**config.mk**
```make
export PLATFORM = sky130hd
export DESIGN_NAME = mux_serializer_8b
export DESIGN_NICKNAME = d
export VERILOG_FILES = /design/src/rtl/mux_serializer_8b.sv
export SDC_FILE = /design/constraint.sdc
export NUM_CORES = 1
export LEC_CHECK = 0
export ABC_AREA = 1
export CORE_MARGIN = 2
export CORE_UTILIZATION = 50
export DETAILED_ROUTE_END_ITERATION = 10
export HOLD_SLACK_MARGIN = 0.12
export PLACE_DENSITY_LB_ADDON = 0.05
export SLEW_MARGIN = 5
export SYNTH_ARGS = -nofsm -noshare
export SYNTH_HDL_FRONTEND = slang
export SYNTH_SLANG_ARGS = --single-unit
```
**constraint.sdc**
```tcl
create_clock -name clk -period 3.5 [get_ports clk]
set_clock_uncertainty 0.05 [all_clocks]
set_input_delay 0.7 -clock clk [delete_from_list [all_inputs] [get_ports clk]]
set_output_delay 0.7 -clock clk [all_outputs]
set_load 0.05 [all_outputs]
```
**src/rtl/mux_serializer_8b.sv**
```systemverilog
`default_nettype none
// ============================================================================
// Module      : mux_serializer_8b
// Description : Parallel-in, serial-out stage. An 8-bit word is taken over a
//               valid/ready handshake, held in a register, and presented one
//               bit per transfer through an 8:1 mux steered by a 3-bit select
//               counter. Supports back-to-back words with no idle cycles.
//               Optional feature macro: MUX_SERIALIZER_PARITY_EN appends one
//               even-parity bit after the eight data bits.
// Revision    : 1.0 - initial release
// ============================================================================
module mux_serializer_8b #(
    parameter bit LSB_FIRST  = 1'b1,
    parameter bit IDLE_LEVEL = 1'b0
) (
    input  logic       clk,
    input  logic       rst,
    input  logic       in_valid,
    input  logic [7:0] in_data,
    output logic       in_ready,
    input  logic       ser_ready,
    output logic       ser_valid,
    output logic       ser_out,
    output logic       ser_last,
    output logic [2:0] sel,
    output logic       busy
);

    localparam logic [1:0] c_IDLE   = 2'd0;
    localparam logic [1:0] c_SHIFT  = 2'd1;
`ifdef MUX_SERIALIZER_PARITY_EN
    localparam logic [1:0] c_PARITY = 2'd2;
`endif

    // Select walks start -> end; it only ever returns to start via a reload.
    localparam logic [2:0] c_SEL_START = LSB_FIRST ? 3'd0 : 3'd7;
    localparam logic [2:0] c_SEL_END   = LSB_FIRST ? 3'd7 : 3'd0;

    logic [1:0] r_state;
    logic [7:0] r_word;
    logic [2:0] r_sel;
    logic       r_valid;
    logic       r_last;

    logic [2:0] w_sel_step;
    logic       w_sel_at_end;
    logic       w_mux_bit;
    logic       w_bit;
    logic       w_accept;
`ifndef MUX_SERIALIZER_PARITY_EN
    logic       w_step_at_end;
`endif

    // The shared 8:1 mux datapath element.
    function automatic logic mux8(input logic [7:0] d, input logic [2:0] s);
        logic r;
        case (s)
            3'd0:    r = d[0];
            3'd1:    r = d[1];
            3'd2:    r = d[2];
            3'd3:    r = d[3];
            3'd4:    r = d[4];
            3'd5:    r = d[5];
            3'd6:    r = d[6];
            default: r = d[7];
        endcase
        return r;
    endfunction

    assign w_sel_step   = LSB_FIRST ? (r_sel + 3'd1) : (r_sel - 3'd1);
    assign w_sel_at_end = (r_sel == c_SEL_END);
`ifndef MUX_SERIALIZER_PARITY_EN
    assign w_step_at_end = (w_sel_step == c_SEL_END);
`endif

    assign w_mux_bit = mux8(r_word, r_sel);
`ifdef MUX_SERIALIZER_PARITY_EN
    assign w_bit = (r_state == c_PARITY) ? (^r_word) : w_mux_bit;
`else
    assign w_bit = w_mux_bit;
`endif

    // Ready when empty, or in the final-bit slot when that bit is leaving now,
    // so the next word loads with zero bubble.
    assign in_ready = ~r_valid | (r_last & ser_ready);
    assign w_accept = in_valid & in_ready;

    // Idle gating sits after the mux so the line rests at a known level.
    assign ser_out   = r_valid ? w_bit : IDLE_LEVEL;
    assign ser_valid = r_valid;
    assign ser_last  = r_last;
    assign sel       = r_sel;
    assign busy      = r_valid;

    // Serializer FSM: word capture, select stepping, reload or return to idle.
    always_ff @(posedge clk) begin
        if (rst) begin
            r_state <= c_IDLE;
            r_word  <= 8'd0;
            r_sel   <= c_SEL_START;
            r_valid <= 1'b0;
            r_last  <= 1'b0;
        end else begin
            case (r_state)
                c_IDLE: begin
                    if (in_valid) begin
                        r_word  <= in_data;
                        r_sel   <= c_SEL_START;
                        r_state <= c_SHIFT;
                        r_valid <= 1'b1;
                        r_last  <= 1'b0;
                    end
                end
                c_SHIFT: begin
                    if (ser_ready) begin
                        if (!w_sel_at_end) begin
                            r_sel <= w_sel_step;
`ifndef MUX_SERIALIZER_PARITY_EN
                            r_last <= w_step_at_end;
`endif
                        end else begin
`ifdef MUX_SERIALIZER_PARITY_EN
                            // sel parks at its end value for the parity bit.
                            r_state <= c_PARITY;
                            r_last  <= 1'b1;
`else
                            if (w_accept) begin
                                r_word <= in_data;
                                r_sel  <= c_SEL_START;
                                r_last <= 1'b0;
                            end else begin
                                r_state <= c_IDLE;
                                r_sel   <= c_SEL_START;
                                r_valid <= 1'b0;
                                r_last  <= 1'b0;
                            end
`endif
                        end
                    end
                end
`ifdef MUX_SERIALIZER_PARITY_EN
                c_PARITY: begin
                    if (ser_ready) begin
                        if (w_accept) begin
                            r_word  <= in_data;
                            r_sel   <= c_SEL_START;
                            r_state <= c_SHIFT;
                            r_last  <= 1'b0;
                        end else begin
                            r_state <= c_IDLE;
                            r_sel   <= c_SEL_START;
                            r_valid <= 1'b0;
                            r_last  <= 1'b0;
                        end
                    end
                end
`endif
                default: begin
                    r_state <= c_IDLE;
                    r_sel   <= c_SEL_START;
                    r_valid <= 1'b0;
                    r_last  <= 1'b0;
                end
            endcase
        end
    end

endmodule
`default_nettype wire

```
==> results.toml, run 1 <==
[placement]
port-buffer-count = 19
dpl.hpwl_mm = 1.18
gp_congestion = 0.824

[clock_tree]
cts_max_level = 1
hold_buffers = 0
cts_setup_buffers = 0
root_buffer = "clkbuf_4"
tritoncts = "built"
clkSinkCount = 13
clk_pin_slew_worst_paths_ps = 80
cts_made_buffers = 3
clk_latency_ps = 270
cts_resized = 0
clock_path_buffers = 2

[yosys]
ys_warn_count = 0
synth_top_family_by_area = "simple AND/OR/NAND/NOR gates"
synth_top_area_frac = 0.339
avgSynthCellArea_um2 = 6.56
yosysTopAreaCell = "dfxtp_1"
synth_area_um2 = 767
ys_seq_elements = 13
yosysUniqueCellTypes = 17
synthTopCellsByArea = "dfxtp_1 (34%), nand2_1 (14%), nor2_1 (10%)"
ys_seq_area_frac = 0.339
async_flop_share = 0
synth_compound_area_frac = 0.0489
syn-num-nets = 135
ys.flop_type = "dfxtp_1"
synthSimpleGateAreaFrac = 0.392
synth_fa_ha_area_frac = 0.0979
synth_common_cells = "nand2_1 (28), nor2_1 (21), inv_1 (19), dfxtp_1 (13), nand4_1 (10)"
synth_most_common_cell = "nand2_1"
muxShareOfSynthArea = 0
synth_edf_count = 0
synth_xor_area_frac = 0
synth_cells = 117

[power]
p_sw_uw = 114
peakVddDrop_mv = 0.183
total_leakage_power_nw = 0.460
comb_power_share = 0.275
clkPwrFrac = 0.252
total_power_uw = 357
p_sw_frac = 0.321
p_per_area_nw_per_um2 = 362
seqPwrFrac = 0.473
intPower_uw = 242

[grt]
antenna_found_initial = 0
grt_util_all_layers = 0.189
grt_pass1_wl_mm = 2.62
grt_max_degree = 16
grt-ovfl-total = 0
grt_pass1_vias = 603

[worst_setup_path]
start_kind = "flop"
arrival_ps = 2220
ff2ff_setup_slack_ps = 1830
critPathCaptureType = "output pin"
r2r-start = "sel[1]$_SDFFE_PP0P_"
critPathKind = "flop to output pin"
required_ps = 2750
reg2reg_to = "r_word[6]$_SDFFE_PP0P_"
startpoint = "sel[0]$_SDFFE_PP0P_"
rr_worst_depth = 8
crit_path_max_fanout = 5
endpoint = "ser_out"

[timing]
period_needed_ps = 2970
slew_violations = 0
setup_viol = 0
rsz0062_at_grt = "false"
fin_crit_sh = 0.848
hold_viol = 0
worst_slew_pin_slew_ps = 505
fmax_mhz = 337
maxSlewHeadroom = 0.662
setup_tns_ps = 0

[floorplanning]
core_area_um2 = 1470
ios = 20
start_util = 0.521
chipHeight_um = 43.2
rows = 14
die-area_um2 = 1860
fp.dieW_um = 43.2

[hold_path]
hold_class = "flop to flop"
hold_path_startpoint = "r_word[7]$_SDFFE_PP0P_"

[route]
first_pass_iters = 4
vias = 734
antenna_left = 0
wl_mm = 1.55
viasPerCell = 4.80
drt_iter0_markers = 32
drc = 0
routedWlPerCell_um = 10.1

[status]
status = "finished, final reports clean"

[cells_and_area]
final_nets = 156
register_area_um2 = 260
antenna_cells = 0
multi_input_area_um2 = 413
syn2layout_area_growth_pct = 28.4
n_fill_cell = 143
drive_gt1_frac = 0.0438

[flow_run]
max_cap_viol_count = 0
## registers in the layout, indices dropped and copies added, names as in the netlist
name      cells
r_word        8
busy          1
sel           3
ser_last      1
## cells in the final DEF, fill, tap and decap left out
cell             Yosys  final
nand3_1              6      6
or2_2                1      1
clkbuf_4             0      3
nor2_4               1      1
o22ai_1              1      1
nand2_1             28     28
clkinv_1             1      1
o21ai_0              2      2
a31oi_1              1      1
ha_1                 6      6
nand4_1             10     10
clkdlybuf4s50_1      0     19
inv_1               19     19
clkbuf_1             1      1
nor2_1              21     21
nand2_2              1      1
dfxtp_1             13     13
a21oi_1              3      3
## how the worst min path moves through the flow
stage,to,slack [ps],cells after the start
6_report,r_word[7]$_SDFFE_PP0P_,430,2
4_1_cts,r_word[7]$_SDFFE_PP0P_,440,2
2_1_floorplan,r_word[1]$_SDFFE_PP0P_,400,2
3_3_place_gp,r_word[1]$_SDFFE_PP0P_,410,2
5_1_grt,r_word[2]$_SDFFE_PP0P_,470,2
3_5_place_dp,r_word[7]$_SDFFE_PP0P_,420,2
## metrics by stage
stage | utilization | hold slack, ps | worst slack [ps] | std cells | cell area [um2]
detailed placement | 0.651 | 422 | 607 | 149 | 958
CTS | 0.669 | 437 | 519 | 153 | 985
global route | 0.669 | 469 | 377 | 153 | 985
global placement | 0.651 | 411 | 631 | 149 | 958
finish | 0.669 | 435 | 532 | 153 | 985
floorplan | - | 396 | 779 | 117 | 767
## metal layers
layer | routed length (um) | track usage | share of wire
met5 | 0 | 0 | 0
met4 | 22 | 0.127 | 0.014
met3 | 53 | 0.0255 | 0.034
met2 | 691 | 0.263 | 0.45
met1 | 780 | 0.264 | 0.50
## critical path, cell delays in order, from the launching register on
cell and delay, ps:
dfxtp_1 350, ha_1 230, ha_1 200, nor2_1 100, nand2_1 70, nand4_1 70, nor2_1 40, nor2_1 80
clkdlybuf4s50_1 800
## logic make-up (layout without fill, tap and decap cells)
family                   after synthesis  count (layout)
buffers and inverters                 23              43
flip-flops                            13              13
AO/OA/AOI/OAI                          7               7
adder cells (fa/ha/maj)                6               6
AND/OR/NAND/NOR                       68              68
## area by class of cell
type,count,area share
Multi-Input combinational cell,81,0.419
Inverter,20,0.0762
Timing Repair Buffer,19,0.193
Tap cell,16,0.0203
Sequential cell,13,0.264
Clock buffer,4,0.0267
## power by group through the flow
stage / registers (mW) / logic, mW / clock network [mW]
finish: 0.169 / 0.0979 / 0.0899
global route: 0.171 / 0.110 / 0.103
CTS: 0.169 / 0.0979 / 0.0953
detailed placement: 0.173 / 0.0975 / 0
global placement: 0.172 / 0.0960 / 0
floorplan: 0.177 / 0.0631 / 0
(Power assumes the default switching activity.)
==> run 2, diff against run 1 <==
--- a/config.mk
+++ b/config.mk
@@ -7,7 +7,7 @@
 export LEC_CHECK = 0
 export ABC_AREA = 1
 export CORE_MARGIN = 2
-export CORE_UTILIZATION = 50
+export CORE_UTILIZATION = 42
 export DETAILED_ROUTE_END_ITERATION = 10
 export HOLD_SLACK_MARGIN = 0.12
 export PLACE_DENSITY_LB_ADDON = 0.05
==> constraint.sdc (replaced) <==
create_clock -name clk -period 2.4 [get_ports clk]
set_clock_uncertainty 0.05 [all_clocks]
set_input_delay 0.48 -clock clk [delete_from_list [all_inputs] [get_ports clk]]
set_output_delay 0.48 -clock clk [all_outputs]
set_load 0.05 [all_outputs]
==> run 2 against run 1 <==
Count of clock-buffer cells in the layout unchanged. Cell area increased by 3.4%. Register-to-register slack got worse by 1100 ps. Flip-flop and latch count unchanged. First-iteration DRC count decreased by 50%. Routed wire length increased by 2.8%. Power increased by 49%. Cell count increased by 5.9%. Worst hold slack improved by 7.0 ps. Global-route usage decreased by 0.69 points. Sequential power increased by 46%. Via count increased by 4.9%.
==> results.toml, run 2 (same netlist as run 1, synthesis figures left out) <==
[cells_and_area]
syn2layout_area_growth_pct = 32.8
largest_reg_flops = 8
mostFrequentLayoutCells = "nand2_1 (28), nor2_1 (20), inv_1 (19)"
n_fill_cell = 181
regMostFlops = "r_word"
mostFrequentLayoutCell = "nand2_1"
antenna_cells = 0
drive_gt1_frac = 0.0657
final_nets = 156

[clock_tree]
cts_made_buffers = 3
hold_buffers = 0
clock_path_buffers = 2
clk_pin_slew_worst_paths_ps = 80
root_buffer = "clkbuf_4"
cts_setup_buffers = 0
clk_latency_ps = 270
cts_resized = 0
tritoncts = "built"
cts_max_level = 1
clkSinkCount = 13

[placement]
dpl.hpwl_mm = 1.26
port-buffer-count = 19
gp_congestion = 0.812
place_ws_ps = 475

[timing]
fmax_mhz = 453
setup_tns_ps = 0
hold_viol = 0
slew_violations = 0
maxSlewHeadroom = 0.669
fin_crit_sh = 0.920
setup_ws_ps = 191
period_needed_ps = 2210
worst_slew_pin_slew_ps = 496
rsz0062_at_grt = "false"
setup_viol = 0

[hold_path]
hold_class = "flop to flop"

[route]
antenna_left = 0
vias = 770
drc = 0
first_pass_iters = 4
wl_mm = 1.59
routedWlPerCell_um = 9.82
viasPerCell = 4.75
drt_iter0_markers = 16

[worst_setup_path]
critPathCaptureType = "output pin"
required_ps = 1870
critPathKind = "flop to output pin"
crit_path_max_fanout = 7
arrival_ps = 1680
ff2ff_setup_slack_ps = 690
start_kind = "flop"

[power]
total_leakage_power_nw = 0.470
total_power_uw = 531
p_per_area_nw_per_um2 = 521
peakVddDrop_mv = 0.388

[floorplanning]
fp.dieW_um = 46.7
chipHeight_um = 46.7
start_util = 0.444
rows = 15
core_area_um2 = 1730
die-area_um2 = 2180
ios = 20

[grt]
grt_max_degree = 16
grt_pass1_vias = 687
grt_pass1_wl_mm = 2.77
grt-ovfl-total = 0
grt_util_all_layers = 0.182
antenna_found_initial = 0

[status]
status = "finished, final reports clean"

[flow_run]
max_cap_viol_count = 0
-- run 2: cell count changes in the layout (fill, tap and decap cells not counted) --
cell and delta:
buf_12 +2, nor2_2 +1, nor2_1 -1, clkdlybuf4s50_1 -2
-- run 2: layer usage --
metal  global-route usage  share of wire  up-vias  wire [um]
met5                    0              0        -          0
met2                0.253           0.42       22        663
li1                     -              -      416          -
met4                0.117          0.026        0         42
met1                0.254           0.51      327        818
met3               0.0385          0.042        5         67
-- run 2: worst max-delay path, stage by stage, from the launching register on --
cell and delay (ps):
dfxtp_1 460, inv_1 120, ha_1 220, nor2_1 100, nand2_1 70, o21ai_0 190
nor2_2 90, buf_12 150
-- run 2: path summary, 6_finish.rpt --
kind | startpoint | to | depth (start not counted)
max | sel[2]$_SDFFE_PP0P_ | ser_out | 7
min | r_word[5]$_SDFFE_PP0P_ | r_word[5]$_SDFFE_PP0P_ | 2
max reg2reg | sel[1]$_SDFFE_PP0P_ | r_word[1]$_SDFFE_PP0P_ | 8
min reg2reg | r_word[5]$_SDFFE_PP0P_ | r_word[5]$_SDFFE_PP0P_ | 2
-- run 2: stage by stage --
step,area (um2),hold WS (ps),instances,utilization
2_1_floorplan,769,396,117,-
3_3_place_gp,992,423,158,0.575
3_5_place_dp,992,430,158,0.575
4_1_cts,1020,443,162,0.590
5_1_grt,1020,466,162,0.590
6_report,1020,442,162,0.590
-- run 2: area by class of cell --
class,instances,area [um2],share of cell area
Sequential cell,13,260,0.256
Timing Repair Buffer,19,210,0.206
Clock buffer,4,26.3,0.0258
Tap cell,25,31.3,0.0307
Inverter,20,75.1,0.0737
Multi-Input combinational cell,81,415,0.408
-- run 2: where the power goes --
group	switching (mW)	leakage, nW	internal (mW)
sequential	0.0130	0.106	0.233
clock	0.0686	0.0150	0.0644
combinational	0.0901	0.349	0.0617
==> run 3, diff against run 2 <==
--- a/config.mk
+++ b/config.mk
@@ -6,8 +6,8 @@
 export NUM_CORES = 1
 export LEC_CHECK = 0
 export ABC_AREA = 1
-export CORE_MARGIN = 2
-export CORE_UTILIZATION = 42
+export CORE_UTILIZATION = 46
+export CTS_CLUSTER_SIZE = 14
 export DETAILED_ROUTE_END_ITERATION = 10
 export HOLD_SLACK_MARGIN = 0.12
 export PLACE_DENSITY_LB_ADDON = 0.05
==> constraint.sdc (replaced) <==
create_clock -name clk -period 2.2 [get_ports clk]
set_clock_uncertainty 0.05 [all_clocks]
set_input_delay 0.44 -clock clk [delete_from_list [all_inputs] [get_ports clk]]
set_output_delay 0.44 -clock clk [all_outputs]
set_load 0.05 [all_outputs]
==> run 3 against run 2 <==
Cell count fell by 4.3%. Largest power group unchanged. Combinational power up 16%. Routed wire length fell by 3.7%. Largest cell class unchanged. Sequential power grew 8.1%.
==> results.toml, run 3 (same netlist as run 1, synthesis figures left out) <==
[status]
status = "finished, final reports clean"

[worst_setup_path]
cp_slowest_stage_delay_ps = 360
crit_path_max_fanout = 5
cp.buffers_inverters = 1
arrival_ps = 1600
path_cells = "ha_2 > ha_1 > nor2_1 > nand2_1 > o21ai_2 > nor2_4 > buf_6"
cp_top_family = "adder cells"
critPathKind = "flop to output pin"
required_ps = 1710
start_kind = "flop"
critPathCaptureType = "output pin"
ff2ff_setup_slack_ps = 580
critPathSlowestCell = "dfxtp_4"

[placement]
dpl.hpwl_mm = 1.22
placed_cells = 151
port-buffer-count = 19
dpl_cell_area_um2 = 988
gp_congestion = 0.840

[power]
peakVddDrop_mv = 0.280
comb_power_share = 0.302
intPower_uw = 393
p_per_area_nw_per_um2 = 562
seqPwrFrac = 0.457
p_sw_uw = 190
total_leakage_power_nw = 0.480
clkPwrFrac = 0.241
p_sw_frac = 0.326

[timing]
maxSlewHeadroom = 0.670
period_needed_ps = 2090
worst_slew_pin_slew_ps = 493
fin_crit_sh = 0.949
slew_violations = 0
setup_tns_ps = 0
hold-worst-slack_ps = 435
hold_viol = 0
rsz0062_at_grt = "false"
fmax_mhz = 479
setup_viol = 0

[clock_tree]
cts_made_buffers = 3
clock_path_buffers = 2
cts_max_level = 1
cts_setup_buffers = 0
hold_buffers = 0
clk_latency_ps = 260
root_buffer = "clkbuf_4"
tritoncts = "built"
clkSinkCount = 13
clk_pin_slew_worst_paths_ps = 80

[floorplanning]
start_util = 0.503
die-area_um2 = 1830
chipHeight_um = 42.8
ios = 20
core_area_um2 = 1520
fp.dieW_um = 42.8
rows = 14

[grt]
grt_util_all_layers = 0.196
antenna_found_initial = 0
grt_max_degree = 12
grt_pass1_vias = 672
grt-ovfl-total = 0
grt_pass1_wl_mm = 2.83

[route]
wl_mm = 1.53
viasPerCell = 4.77
vias = 739
drt_iter0_markers = 9
antenna_left = 0
routedWlPerCell_um = 9.88
drc = 0
first_pass_iters = 4

[cells_and_area]
mostFrequentLayoutCell = "nand2_1"
drive_gt1_frac = 0.137
syn2layout_area_growth_pct = 35.2
final_nets = 158
design_area_um2 = 1040
final_cells = 155
antenna_cells = 0
largest_reg_flops = 8
mostFrequentLayoutCells = "nand2_1 (28), inv_1 (19), nor2_1 (19)"
regMostFlops = "r_word"
fin_util = 0.681

[hold_path]
hold_class = "flop to flop"

[flow_run]
max_cap_viol_count = 0
run 3: cell count changes in the layout (fill, tap and decap cells not counted), moves of 2 or more:
cell	previous run	this run
dfxtp_1	13	10
ha_1	6	4
ha_2	0	2
buf_4	0	2
dfxtp_2	0	2
run 3: routing by layer:
layer	vias up	wire length (um)	track usage
li1	416	-	-
met1	307	788	0.278
met2	14	690	0.309
met3	2	39	0.0255
met4	0	14	0.0563
met5	-	0	0
run 3: through the flow:
| step | setup slack [ps] | power, mW |
|---|---|---|
| after floorplan | 50.6 | 0.385 |
| after global placement | 296 | 0.442 |
| after detailed placement | 217 | 0.443 |
| after CTS | 7.27 | 0.584 |
| after global routing | 9.10 | 0.625 |
| final | 113 | 0.583 |
run 3: final timing paths:
path,cells after the start,end,start
max,7,ser_out,sel[0]$_SDFFE_PP0P_
min,2,r_word[1]$_SDFFE_PP0P_,r_word[1]$_SDFFE_PP0P_
max reg2reg,8,r_word[7]$_SDFFE_PP0P_,sel[1]$_SDFFE_PP0P_
min reg2reg,2,r_word[1]$_SDFFE_PP0P_,r_word[1]$_SDFFE_PP0P_
run 3: repair_timing:
action                                 in CTS  in global routing
gates cloned                                0                  0
setup endpoints to repair                   1                  1
resized for setup                           1                  9
pin swaps                                   0                  3
endpoints found under the hold margin       0                  0
run 3: power by group through the flow:
| stage | logic (mW) | clock network [mW] | registers [mW] |
|---|---|---|---|
| 5_1_grt | 0.197 | 0.159 | 0.269 |
| 2_1_floorplan | 0.104 | 0 | 0.281 |
| 3_3_place_gp | 0.170 | 0 | 0.271 |
| 4_1_cts | 0.172 | 0.145 | 0.266 |
| 3_5_place_dp | 0.172 | 0 | 0.271 |
| 6_report | 0.176 | 0.141 | 0.266 |
run 3: final cells by class:
type | instances | area (um2)
clock buffers | 3 | 22.5
clock inverters | 1 | 5.00
fillers | 143 | 487
inverters | 20 | 75.1
multi-input cells | 81 | 432
flip-flops and latches | 13 | 267
well taps | 16 | 20.0
repair buffers | 21 | 216
run 3: worst register-to-register path, cell delays in order, from the launching register on:
cell     delay, ps
dfxtp_2        370
ha_2           190
ha_1           150
inv_1           40
nand2_1        260
nand2_1        150
nor2_4         190
nor2_1          60
nor2_1         100
